--- src/rtl/nn_dense_layer_engine_if.sv ---
// rtl/nn_dense_layer_engine_if.sv - pixel/weight/bias/result signal bundle for the dense layer engine
interface nn_dense_layer_engine_if #(
  parameter int N_IN  = 64,
  parameter int N_OUT = 4,
  parameter int IN_W  = 1,
  parameter int WW    = 4,
  parameter int ACC_W = 12,
  parameter int OUT_W = 8
);
  localparam int AW = $clog2(N_IN);
  localparam int CW = $clog2(N_OUT);

  logic                   start;
  logic                   in_valid;
  logic                   in_ready;
  logic [IN_W-1:0]        in_pixel;
  logic [AW-1:0]          w_addr;
  logic [N_OUT*WW-1:0]    w_data;
  logic [N_OUT*ACC_W-1:0] b_data;
  logic                   out_valid;
  logic                   out_ready;
  logic [N_OUT*OUT_W-1:0] out_data;
  logic [CW-1:0]          argmax;
  logic                   sat;
  logic                   busy;

  modport master (
    output start, in_valid, in_pixel, w_data, b_data, out_ready,
    input  in_ready, w_addr, out_valid, out_data, argmax, sat, busy
  );

  modport slave (
    input  start, in_valid, in_pixel, w_data, b_data, out_ready,
    output in_ready, w_addr, out_valid, out_data, argmax, sat, busy
  );
endinterface

--- src/rtl/nn_dense_layer_engine.sv ---
// rtl/nn_dense_layer_engine.sv - streaming fully-connected layer with saturating MAC, clip and argmax
module nn_dense_layer_engine #(
  parameter int N_IN  = 64,
  parameter int N_OUT = 4,
  parameter int IN_W  = 1,
  parameter int WW    = 4,
  parameter int ACC_W = 12,
  parameter int OUT_W = 8,
  parameter int RELU  = 1
) (
  input  logic                    clk,
  input  logic                    rst_n,
  input  logic                    ena,
  nn_dense_layer_engine_if.slave  bus
);
  localparam int AW = $clog2(N_IN);
  localparam int CW = $clog2(N_OUT);
  localparam int SW = ACC_W + 2;

  localparam logic signed [SW-1:0]    ACC_MAX  = {3'b000, {(ACC_W-1){1'b1}}};
  localparam logic signed [SW-1:0]    ACC_MIN  = {3'b111, {(ACC_W-1){1'b0}}};
  localparam logic signed [ACC_W-1:0] U_MAX    = {{(ACC_W-OUT_W){1'b0}}, {OUT_W{1'b1}}};
  localparam logic signed [ACC_W-1:0] S_MAX    = {{(ACC_W-OUT_W+1){1'b0}}, {(OUT_W-1){1'b1}}};
  localparam logic signed [ACC_W-1:0] S_MIN    = {{(ACC_W-OUT_W+1){1'b1}}, {(OUT_W-1){1'b0}}};
  // Flipping the MSB turns a signed comparison into an unsigned one.
  localparam logic [OUT_W-1:0]        KEY_FLIP = (RELU != 0) ? '0 : {1'b1, {(OUT_W-1){1'b0}}};

  typedef enum logic [1:0] {IDLE, ACCUM, FINAL, HOLD} state_t;

  state_t                  state, state_nxt;
  logic signed [ACC_W-1:0] acc     [N_OUT];
  logic signed [ACC_W-1:0] acc_nxt [N_OUT];
  logic [N_OUT-1:0]        clamp;
  logic [AW-1:0]           cnt;
  logic                    accept, last_beat;
  logic [N_OUT*OUT_W-1:0]  clip_vec;
  logic [CW-1:0]           best_idx;
  logic [OUT_W-1:0]        best_key;
  logic                    out_valid_q, sat_q;
  logic [N_OUT*OUT_W-1:0]  out_data_q;
  logic [CW-1:0]           argmax_q;

  function automatic logic signed [ACC_W-1:0] sat_add(
    input  logic signed [ACC_W-1:0] a,
    input  logic [IN_W-1:0]         px,
    input  logic [WW-1:0]           w,
    output logic                    hit
  );
    logic signed [SW-1:0] px_ext, w_ext, sum;
    px_ext = {{(SW-IN_W){1'b0}}, px};
    w_ext  = {{(SW-WW){w[WW-1]}}, w};
    sum    = {{2{a[ACC_W-1]}}, a} + px_ext * w_ext;
    hit    = 1'b0;
    if (sum > ACC_MAX) begin
      hit = 1'b1;
      return ACC_MAX[ACC_W-1:0];
    end else if (sum < ACC_MIN) begin
      hit = 1'b1;
      return ACC_MIN[ACC_W-1:0];
    end
    return sum[ACC_W-1:0];
  endfunction

  function automatic logic [OUT_W-1:0] clip(input logic signed [ACC_W-1:0] a);
    if (RELU != 0) begin
      if (a[ACC_W-1])  return '0;
      if (a > U_MAX)   return '1;
      return a[OUT_W-1:0];
    end
    if (a > S_MAX)     return S_MAX[OUT_W-1:0];
    if (a < S_MIN)     return S_MIN[OUT_W-1:0];
    return a[OUT_W-1:0];
  endfunction

  assign bus.in_ready  = ena && (state == ACCUM);
  assign bus.w_addr    = (state == ACCUM) ? cnt : '0;
  assign bus.busy      = (state != IDLE);
  assign bus.out_valid = out_valid_q;
  assign bus.out_data  = out_data_q;
  assign bus.argmax    = argmax_q;
  assign bus.sat       = sat_q;
  assign accept        = bus.in_valid && bus.in_ready;
  assign last_beat     = (cnt == AW'(N_IN - 1));

  always_comb begin
    state_nxt = state;
    case (state)
      IDLE:    if (bus.start)                    state_nxt = ACCUM;
      ACCUM:   if (accept && last_beat)          state_nxt = FINAL;
      FINAL:                                     state_nxt = HOLD;
      HOLD:    if (out_valid_q && bus.out_ready) state_nxt = IDLE;
      default:                                   state_nxt = IDLE;
    endcase
  end

  always_comb begin
    acc_nxt = acc;
    clamp   = '0;
    for (int k = 0; k < N_OUT; k++)
      acc_nxt[k] = sat_add(acc[k], bus.in_pixel, bus.w_data[k*WW +: WW], clamp[k]);
  end

  // Strict greater-than keeps the lowest index on ties.
  always_comb begin
    clip_vec = '0;
    best_idx = '0;
    for (int k = 0; k < N_OUT; k++)
      clip_vec[k*OUT_W +: OUT_W] = clip(acc[k]);
    best_key = clip_vec[OUT_W-1:0] ^ KEY_FLIP;
    for (int k = 1; k < N_OUT; k++) begin
      if ((clip_vec[k*OUT_W +: OUT_W] ^ KEY_FLIP) > best_key) begin
        best_key = clip_vec[k*OUT_W +: OUT_W] ^ KEY_FLIP;
        best_idx = CW'(k);
      end
    end
  end

  always_ff @(posedge clk) begin
    if (!rst_n) begin
      state       <= IDLE;
      cnt         <= '0;
      out_valid_q <= 1'b0;
      out_data_q  <= '0;
      argmax_q    <= '0;
      sat_q       <= 1'b0;
      for (int k = 0; k < N_OUT; k++) acc[k] <= '0;
    end else if (ena) begin
      state <= state_nxt;
      case (state)
        IDLE: if (bus.start) begin
          for (int k = 0; k < N_OUT; k++) acc[k] <= bus.b_data[k*ACC_W +: ACC_W];
          cnt   <= '0;
          sat_q <= 1'b0;
        end
        ACCUM: if (accept) begin
          for (int k = 0; k < N_OUT; k++) acc[k] <= acc_nxt[k];
          sat_q <= sat_q | (|clamp);
          cnt   <= last_beat ? '0 : cnt + AW'(1);
        end
        FINAL: begin
          out_data_q  <= clip_vec;
          argmax_q    <= best_idx;
          out_valid_q <= 1'b1;
        end
        HOLD: if (bus.out_ready) out_valid_q <= 1'b0;
        default: ;
      endcase
    end
  end
endmodule

--- src/flat_wrapper.sv ---
// flat-port wrapper written by rule: the top's interface ports become plain ports
module nn_dense_layer_engine_flat 
#(
  parameter int N_IN  = 64,
  parameter int N_OUT = 4,
  parameter int IN_W  = 1,
  parameter int WW    = 4,
  parameter int ACC_W = 12,
  parameter int OUT_W = 8,
  parameter int RELU  = 1
)
  (clk, rst_n, ena, bus_start, bus_in_valid, bus_in_pixel, bus_w_data, bus_b_data, bus_out_ready, bus_in_ready, bus_w_addr, bus_out_valid, bus_out_data, bus_argmax, bus_sat, bus_busy);
  nn_dense_layer_engine_if #(.N_IN(N_IN), .N_OUT(N_OUT), .IN_W(IN_W), .WW(WW), .ACC_W(ACC_W), .OUT_W(OUT_W)) bus_i ();
  input  logic clk;
  input  logic rst_n;
  input  logic ena;
  input wire logic [$bits(bus_i.start)-1:0] bus_start;
  input wire logic [$bits(bus_i.in_valid)-1:0] bus_in_valid;
  input wire logic [$bits(bus_i.in_pixel)-1:0] bus_in_pixel;
  input wire logic [$bits(bus_i.w_data)-1:0] bus_w_data;
  input wire logic [$bits(bus_i.b_data)-1:0] bus_b_data;
  input wire logic [$bits(bus_i.out_ready)-1:0] bus_out_ready;
  output wire logic [$bits(bus_i.in_ready)-1:0] bus_in_ready;
  output wire logic [$bits(bus_i.w_addr)-1:0] bus_w_addr;
  output wire logic [$bits(bus_i.out_valid)-1:0] bus_out_valid;
  output wire logic [$bits(bus_i.out_data)-1:0] bus_out_data;
  output wire logic [$bits(bus_i.argmax)-1:0] bus_argmax;
  output wire logic [$bits(bus_i.sat)-1:0] bus_sat;
  output wire logic [$bits(bus_i.busy)-1:0] bus_busy;
  assign bus_i.start = bus_start;
  assign bus_i.in_valid = bus_in_valid;
  assign bus_i.in_pixel = bus_in_pixel;
  assign bus_i.w_data = bus_w_data;
  assign bus_i.b_data = bus_b_data;
  assign bus_i.out_ready = bus_out_ready;
  assign bus_in_ready = bus_i.in_ready;
  assign bus_w_addr = bus_i.w_addr;
  assign bus_out_valid = bus_i.out_valid;
  assign bus_out_data = bus_i.out_data;
  assign bus_argmax = bus_i.argmax;
  assign bus_sat = bus_i.sat;
  assign bus_busy = bus_i.busy;
  nn_dense_layer_engine #(.N_IN(N_IN), .N_OUT(N_OUT), .IN_W(IN_W), .WW(WW), .ACC_W(ACC_W), .OUT_W(OUT_W), .RELU(RELU)) u_core (.clk(clk), .rst_n(rst_n), .ena(ena), .bus(bus_i));
endmodule
--- config.mk ---
export PLATFORM = sky130hd
export DESIGN_NAME = nn_dense_layer_engine_flat
export DESIGN_NICKNAME = d
export VERILOG_FILES = /design/src/rtl/nn_dense_layer_engine_if.sv /design/src/rtl/nn_dense_layer_engine.sv /design/src/flat_wrapper.sv
export SDC_FILE = /design/constraint.sdc
export NUM_CORES = 1
export LEC_CHECK = 0
export BUFFER_PORTS_ARGS = -buffer_cell sky130_fd_sc_hd__buf_2
export CORE_UTILIZATION = 40
export DETAILED_ROUTE_END_ITERATION = 6
export GPL_ROUTABILITY_DRIVEN = 0
export GPL_TIMING_DRIVEN = 1
export HOLD_SLACK_MARGIN = 0.05
export PLACE_DENSITY_LB_ADDON = 0.15
export RECOVER_POWER = 25
export SYNTH_ARGS = -nofsm -noshare
export SYNTH_HDL_FRONTEND = slang
export SYNTH_SLANG_ARGS = --single-unit
--- constraint.sdc ---
create_clock -name clk -period 5.2 [get_ports clk]
set_input_delay 0.52 -clock clk [delete_from_list [all_inputs] [get_ports clk]]
set_output_delay 0.52 -clock clk [all_outputs]
set_load 0.02 [all_outputs]
# Word-level counts from Yosys, hierarchy flattened
# Cells that the tools add are included.
dict set report totals {
  register_bits 92
}
dict set report classes {
  n_reduce_logical 13
  magnitude_cmp 15
  mul 4
  n_addsub 5
  muxes 70
  eq_ne 9
  bitwise 1
}
# operator n
set ops {}
lappend ops {{2-to-1 mux 12 bit} 12}
lappend ops {{2-to-1 mux 8 bit} 18}
lappend ops {{2-to-1 mux 48 bit} 2}
lappend ops {{one-hot mux 48 bit (2 select lines)} 1}
lappend ops {{adder 14 bit} 4}
lappend ops {{greater-than comparator 14 x 12 -> 1 bit, second input constant} 4}
lappend ops {{less-than comparator 14 x 12 -> 1 bit, second input constant} 4}
lappend ops {{greater-than comparator 12 x 9 -> 1 bit, second input constant} 4}
lappend ops {{greater-than comparator 8 bit} 3}
lappend ops {{multiplier 2 x 4 -> 6 bit} 4}
lappend ops {{2-to-1 mux 1 bit} 24}
lappend ops {{2-to-1 mux 6 bit} 4}
lappend ops {{one-hot mux 6 bit (2 select lines)} 1}
lappend ops {{2-to-1 mux 2 bit} 5}
lappend ops {{one-hot mux 2 bit (4 select lines)} 1}
lappend ops {{AND reduction 4 bit} 2}
lappend ops {{adder 6 x 1 -> 6 bit, second input constant} 1}
lappend ops {{equality test 6 bit, second input constant} 1}
lappend ops {{!= test 2 bit, second input constant} 3}
lappend ops {{nonzero test 2 bit} 3}
lappend ops {{equality test 2 bit, second input constant} 2}
lappend ops {{logical AND 1 bit} 4}
lappend ops {{!= test 2 x 1 -> 1 bit, second input constant} 2}
lappend ops {{one-hot mux 1 bit (2 select lines)} 2}
lappend ops {{other kinds (6)} 6}

# Logic depth before layout (Yosys ltp)
dict set report logic_depth {
  ltp_word 11
  depth_mapped 32
  ltp_nobuf 30
}

# Worst setup path before layout
# No wires, ideal clock.
dict set report synth_timing {
  path_type {reg2reg}
  start {register u_core.acc[32] (netlist bit)}
  end {register u_core.argmax_q[1], in the netlist u_core.bus.argmax[1]}
  setup_ns 0.134
  stages_incl_launch_ff 30
  setup_slack_ns -0.302
  synth_period_minus_slack_ns 5.502
  t_arrival_ns 5.368
  t_required_ns 5.066
  path_cell_list {dfxtp_1 > or3_1 > clkbuf_1 > nor2_1 > nor2_1 > ha_1 > nor2b_1 > o21a_1 > o21a_1 > o21a_1 > o21bai_1 > a22oi_1 > buf_1 > mux2i_1 > ha_1 > nor2b_1 > o21a_1 > o21a_1 > o21ai_0 > a21oi_1 > o22ai_1 > clkbuf_1 > a21o_1 > ha_1 > a21o_1 > a211o_1 > a21oi_1 > o21ai_0 > a21oi_1 > a21oi_1}
}
dict set report synth_between {
  elab_chain_cells 11
}
# item line_no
set synth_lines {}
lappend synth_lines {{start, declared} nn_dense_layer_engine.sv:31} ;# logic signed [ACC_W-1:0] acc [N_OUT];
lappend synth_lines {{greater-than comparator 12 x 9 -> 1 bit *} nn_dense_layer_engine.sv:67} ;# if (a > U_MAX) return '1;
lappend synth_lines {{2-to-1 mux 1 bit (2 in series)} nn_dense_layer_engine.sv:67}
lappend synth_lines {{2-to-1 mux 8 bit *} nn_dense_layer_engine.sv:68} ;# return a[OUT_W-1:0];
lappend synth_lines {{2-to-1 mux 8 bit *} nn_dense_layer_engine.sv:67}
lappend synth_lines {{named net u_core.clip_vec[9]} nn_dense_layer_engine.sv:36} ;# logic [N_OUT*OUT_W-1:0] clip_vec;
lappend synth_lines {{greater-than comparator 8 bit} nn_dense_layer_engine.sv:111} ;# if ((clip_vec[k*OUT_W +: OUT_W] ^ KEY_FLIP) > best_key) begin
lappend synth_lines {{2-to-1 mux 8 bit *} nn_dense_layer_engine.sv:111}
lappend synth_lines {{greater-than comparator 8 bit} nn_dense_layer_engine.sv:111}
lappend synth_lines {{2-to-1 mux 8 bit} nn_dense_layer_engine.sv:111}
lappend synth_lines {{greater-than comparator 8 bit} nn_dense_layer_engine.sv:111}
lappend synth_lines {{2-to-1 mux 2 bit *} nn_dense_layer_engine.sv:111}
lappend synth_lines {{end signal, assigned} nn_dense_layer_engine.sv:142} ;# argmax_q <= best_idx;
lappend synth_lines {{end, declared} nn_dense_layer_engine.sv:41} ;# logic [CW-1:0] argmax_q;
# The timed path passes the listed nets; every way through them passes the cells marked *. The select of a mux whose other input is x is not followed.
# A chain may end at the register's enable or synchronous reset.

# Final worst setup path
dict set report layout_timing {
  start {register u_core.acc[34] (netlist bit)}
  end {register u_core.argmax_q[1], in the netlist u_core.bus.argmax[1]}
}
dict set report layout_between {
  elab_chain_cells 11
}
# item line_no
set layout_lines {}
lappend layout_lines {{greater-than comparator 12 x 9 -> 1 bit *} nn_dense_layer_engine.sv:67}
lappend layout_lines {{2-to-1 mux 1 bit (2 in series)} nn_dense_layer_engine.sv:67}
lappend layout_lines {{2-to-1 mux 8 bit *} nn_dense_layer_engine.sv:68}
lappend layout_lines {{2-to-1 mux 8 bit *} nn_dense_layer_engine.sv:67}
lappend layout_lines {{greater-than comparator 8 bit} nn_dense_layer_engine.sv:111}
lappend layout_lines {{2-to-1 mux 8 bit *} nn_dense_layer_engine.sv:111}
lappend layout_lines {{greater-than comparator 8 bit} nn_dense_layer_engine.sv:111}
lappend layout_lines {{2-to-1 mux 8 bit} nn_dense_layer_engine.sv:111}
lappend layout_lines {{greater-than comparator 8 bit} nn_dense_layer_engine.sv:111}
lappend layout_lines {{2-to-1 mux 2 bit *} nn_dense_layer_engine.sv:111}
# Every way passes the cells marked *; elsewhere a longest branch is shown, timed or not. The select of a mux whose other input is x is not followed.

==> results.cfg <==
[cts]
cts_tree = yes
cts_root_buffer = clkbuf_16
clkLatencyLatePin_ns = 0.36
postCtsHoldBufs = 0
clockBufferDepth = 2
htree_levels = 3
cts_made_buffers = 9
clkSinkCount = 92
clkTransAtPathRegs_ns = 0.07

[drt]
vias = 7319
dr.pass1.iters = 5
drtIter0Drc = 431
drtAntennaViolNets = 0
viasPerCell = 5.57
wl_per_cell_microns = 16.5
drt_wl_total_microns = 21700
drc = 0

[critical_path]
cp.arrival_ns = 5.23
end_kind = register
rrSetupSlack_ns = 0.21
crit_path_frequent_cell = o21a_1
critical_path.slowest_cell = or3_4
cp_max_fo = 7
crit_type = register to register
worstPathRequired_ns = 5.43
slowest_delay_ns = 0.41
startpoint_type = register

[global_routing]
grt_use_total = 0.233
grt_max_degree = 53
antenna_found_initial = 0
grt_pass1_vias = 6632
grt_overflow = 0
grt_pass1_wl_microns = 34100

[yosys]
synth-edff-count = 0
netlist.area_leader.share = 0.253
yosys-top-cells-count = nand2_1, a21oi_1, nor2_1
synth_area_leader_cell = dfxtp_1
yosys_warnings = 0
async_flop_share = 0
syn_nets = 1130
synth_most_common_cell = nand2_1
avgSynthCellArea_sq_um = 7.46
synth.area.top_cells = dfxtp_1, ha_1, a21oi_1, nand2_1, nor2_1
ys.flop_type = dfxtp_1
syn_area_sq_um = 7290
synth.distinct_cells = 62
synthCells = 977
yosysSeqAreaShare = 0.253
synth_seq_cells = 92

[placed_design]
hpwl_microns = 16200
io_buffers = 114
place_inst = 1285
placed_area_sq_um = 8090

[timing]
skew_ns = 0.00331
rsz0062_at_grt = true
finalHoldViolCount = 0
tightest_slew_ns = 1.14
relSlewSlack = 0.237
final.period_utilization = 0.961
max_freq_mhz = 200
post-route-min-period_ns = 4.99
drv_slew = 0
hold_ws_ns = 0.424
setup_viol = 0

[final_layout]
n_antenna_cell = 0
final_design_area_no_fill_sq_um = 8700
fin_nets = 1232
fin_util = 0.486
syn2layout_area_growth_pct = 19.3
drive_gt1_frac = 0.167
fin_cells = 1313

[power_and_ir_drop]
p_leak_nw = 3.84
p_clk_frac = 0.226
ir_worst_vdd_mv = 0.212
internal_power_mw = 2.08
sw_frac_of_total = 0.398
power.density_nw_per_um2 = 397
p_seq_frac = 0.237
combPwrFrac = 0.537
power_switching_mw = 1.37

[floorplanning]
fp-row-count = 49
fp.dieH_microns = 137
io_pins = 115
die_x_microns = 137
die_area_sq_um = 18800
core-area_sq_um = 17900
initial_core_util = 0.407

[worst_hold_path]
hp-class = primary input to register

[outcome]
outcome = finished clean

[run]
cap_violations = 0
## cell type report
| cell class | count | area, sq um |
|---|---|---|
| multi-input cells | 814 | 5390 |
| well taps | 229 | 287 |
| fillers | 1819 | 9200 |
| flip-flops and latches | 92 | 1850 |
| repair buffers | 141 | 748 |
| clock inverters | 7 | 123 |
| clock buffers | 9 | 225 |
| inverters | 21 | 78.8 |
## path summary, 6_finish.rpt
path / start / to / cells past startpoint
setup / recovery: u_core.acc[34] / u_core.bus.argmax[1] / 29
hold / removal: bus_b_data[44] / u_core.acc[8] / 3
hold reg to reg: u_core.bus.out_data[4] / u_core.bus.out_data[4] / 2
setup reg to reg: u_core.acc[34] / u_core.bus.argmax[1] / 29
## worst max-delay path: cells and delay by family, from the launching register on
family	cells	cell delay [ns]
DFF	1	0.32
and+or+nand+nor	6	0.81
adders and majority gates	3	0.68
muxes	1	0.23
AOI/OAI and AO/OA	17	2.62
buffers and inverters	2	0.21
## logic make-up (layout without fill, tap and decap cells)
kind of cell | count (synthesis) | count (layout) | share of synthesized area
fa+ha+maj | 82 | 82 | 0.145
mux | 12 | 12 | 0.0165
simple gates | 329 | 329 | 0.198
xor+xnor | 37 | 37 | 0.0444
buf+inv | 71 | 178 | 0.0371
flops | 92 | 92 | 0.253
compound gates | 354 | 354 | 0.307
## power by group through the flow
stage          clock network (mW)  logic, mW  registers, mW
3_5_place_dp                    0       1.51          0.830
3_3_place_gp                    0       1.49          0.830
2_1_floorplan                   0       1.15          0.810
4_1_cts                     0.794       1.55          0.814
5_1_grt                     0.818       2.05          0.825
6_report                    0.778       1.85          0.819
## per-stage QoR
stage | total power [mW] | setup slack (ns) | TNS [ns]
after floorplan | 1.96 | 0.0799 | 0
after global placement | 2.32 | 0.128 | 0
after detailed placement | 2.34 | 0.0369 | 0
after CTS | 3.15 | 0.00626 | 0
after global routing | 3.69 | -0.0257 | -0.0303
final | 3.45 | 0.205 | 0
## layout by cell type (no fill, tap or decap), types with 6 or more instances in the layout
cell / count
nand2_1: 128
a21oi_1: 125
nor2_1: 96
dfxtp_1: 88
buf_2: 82
o21ai_0: 74
ha_1: 72
a21o_1: 36
clkbuf_1: 33
and2_1: 27
xnor2_1: 26
buf_4: 21
nand3_1: 19
inv_1: 18
a211oi_1: 15
o21a_1: 11
xor2_1: 11
nor2_2: 10
and3_1: 10
o21ai_1: 10
o21bai_1: 9
o211ai_1: 9
clkbuf_16: 9
mux2i_1: 8
nor2b_1: 8
a211o_1: 6
a221oi_1: 6
## sequential cells by signal (all words and copies together) (netlist names)
| signal | count |
|---|---|
| u_core.bus.out_data | 32 |
| u_core.bus.out_valid | 1 |
| u_core.acc | 48 |
| u_core.bus.argmax | 2 |
| u_core.cnt | 6 |
| u_core.bus.sat | 1 |
| u_core.state | 2 |
## routing by layer
metal / share of wire / global-route usage / vias up
li1: - / - / 3723
met1: 0.50 / 0.335 / 3406
met2: 0.44 / 0.363 / 177
met3: 0.045 / 0.0337 / 13
met4: 0.0097 / 0.0513 / 0
met5: 0 / 0 / -
## repair_timing
item,in CTS,in global routing
pin swaps,3,20
resized for setup,3,48
cloned,0,1
endpoints found under the setup margin,1,2
buffers inserted,1,10
(Power assumes the default switching activity.)
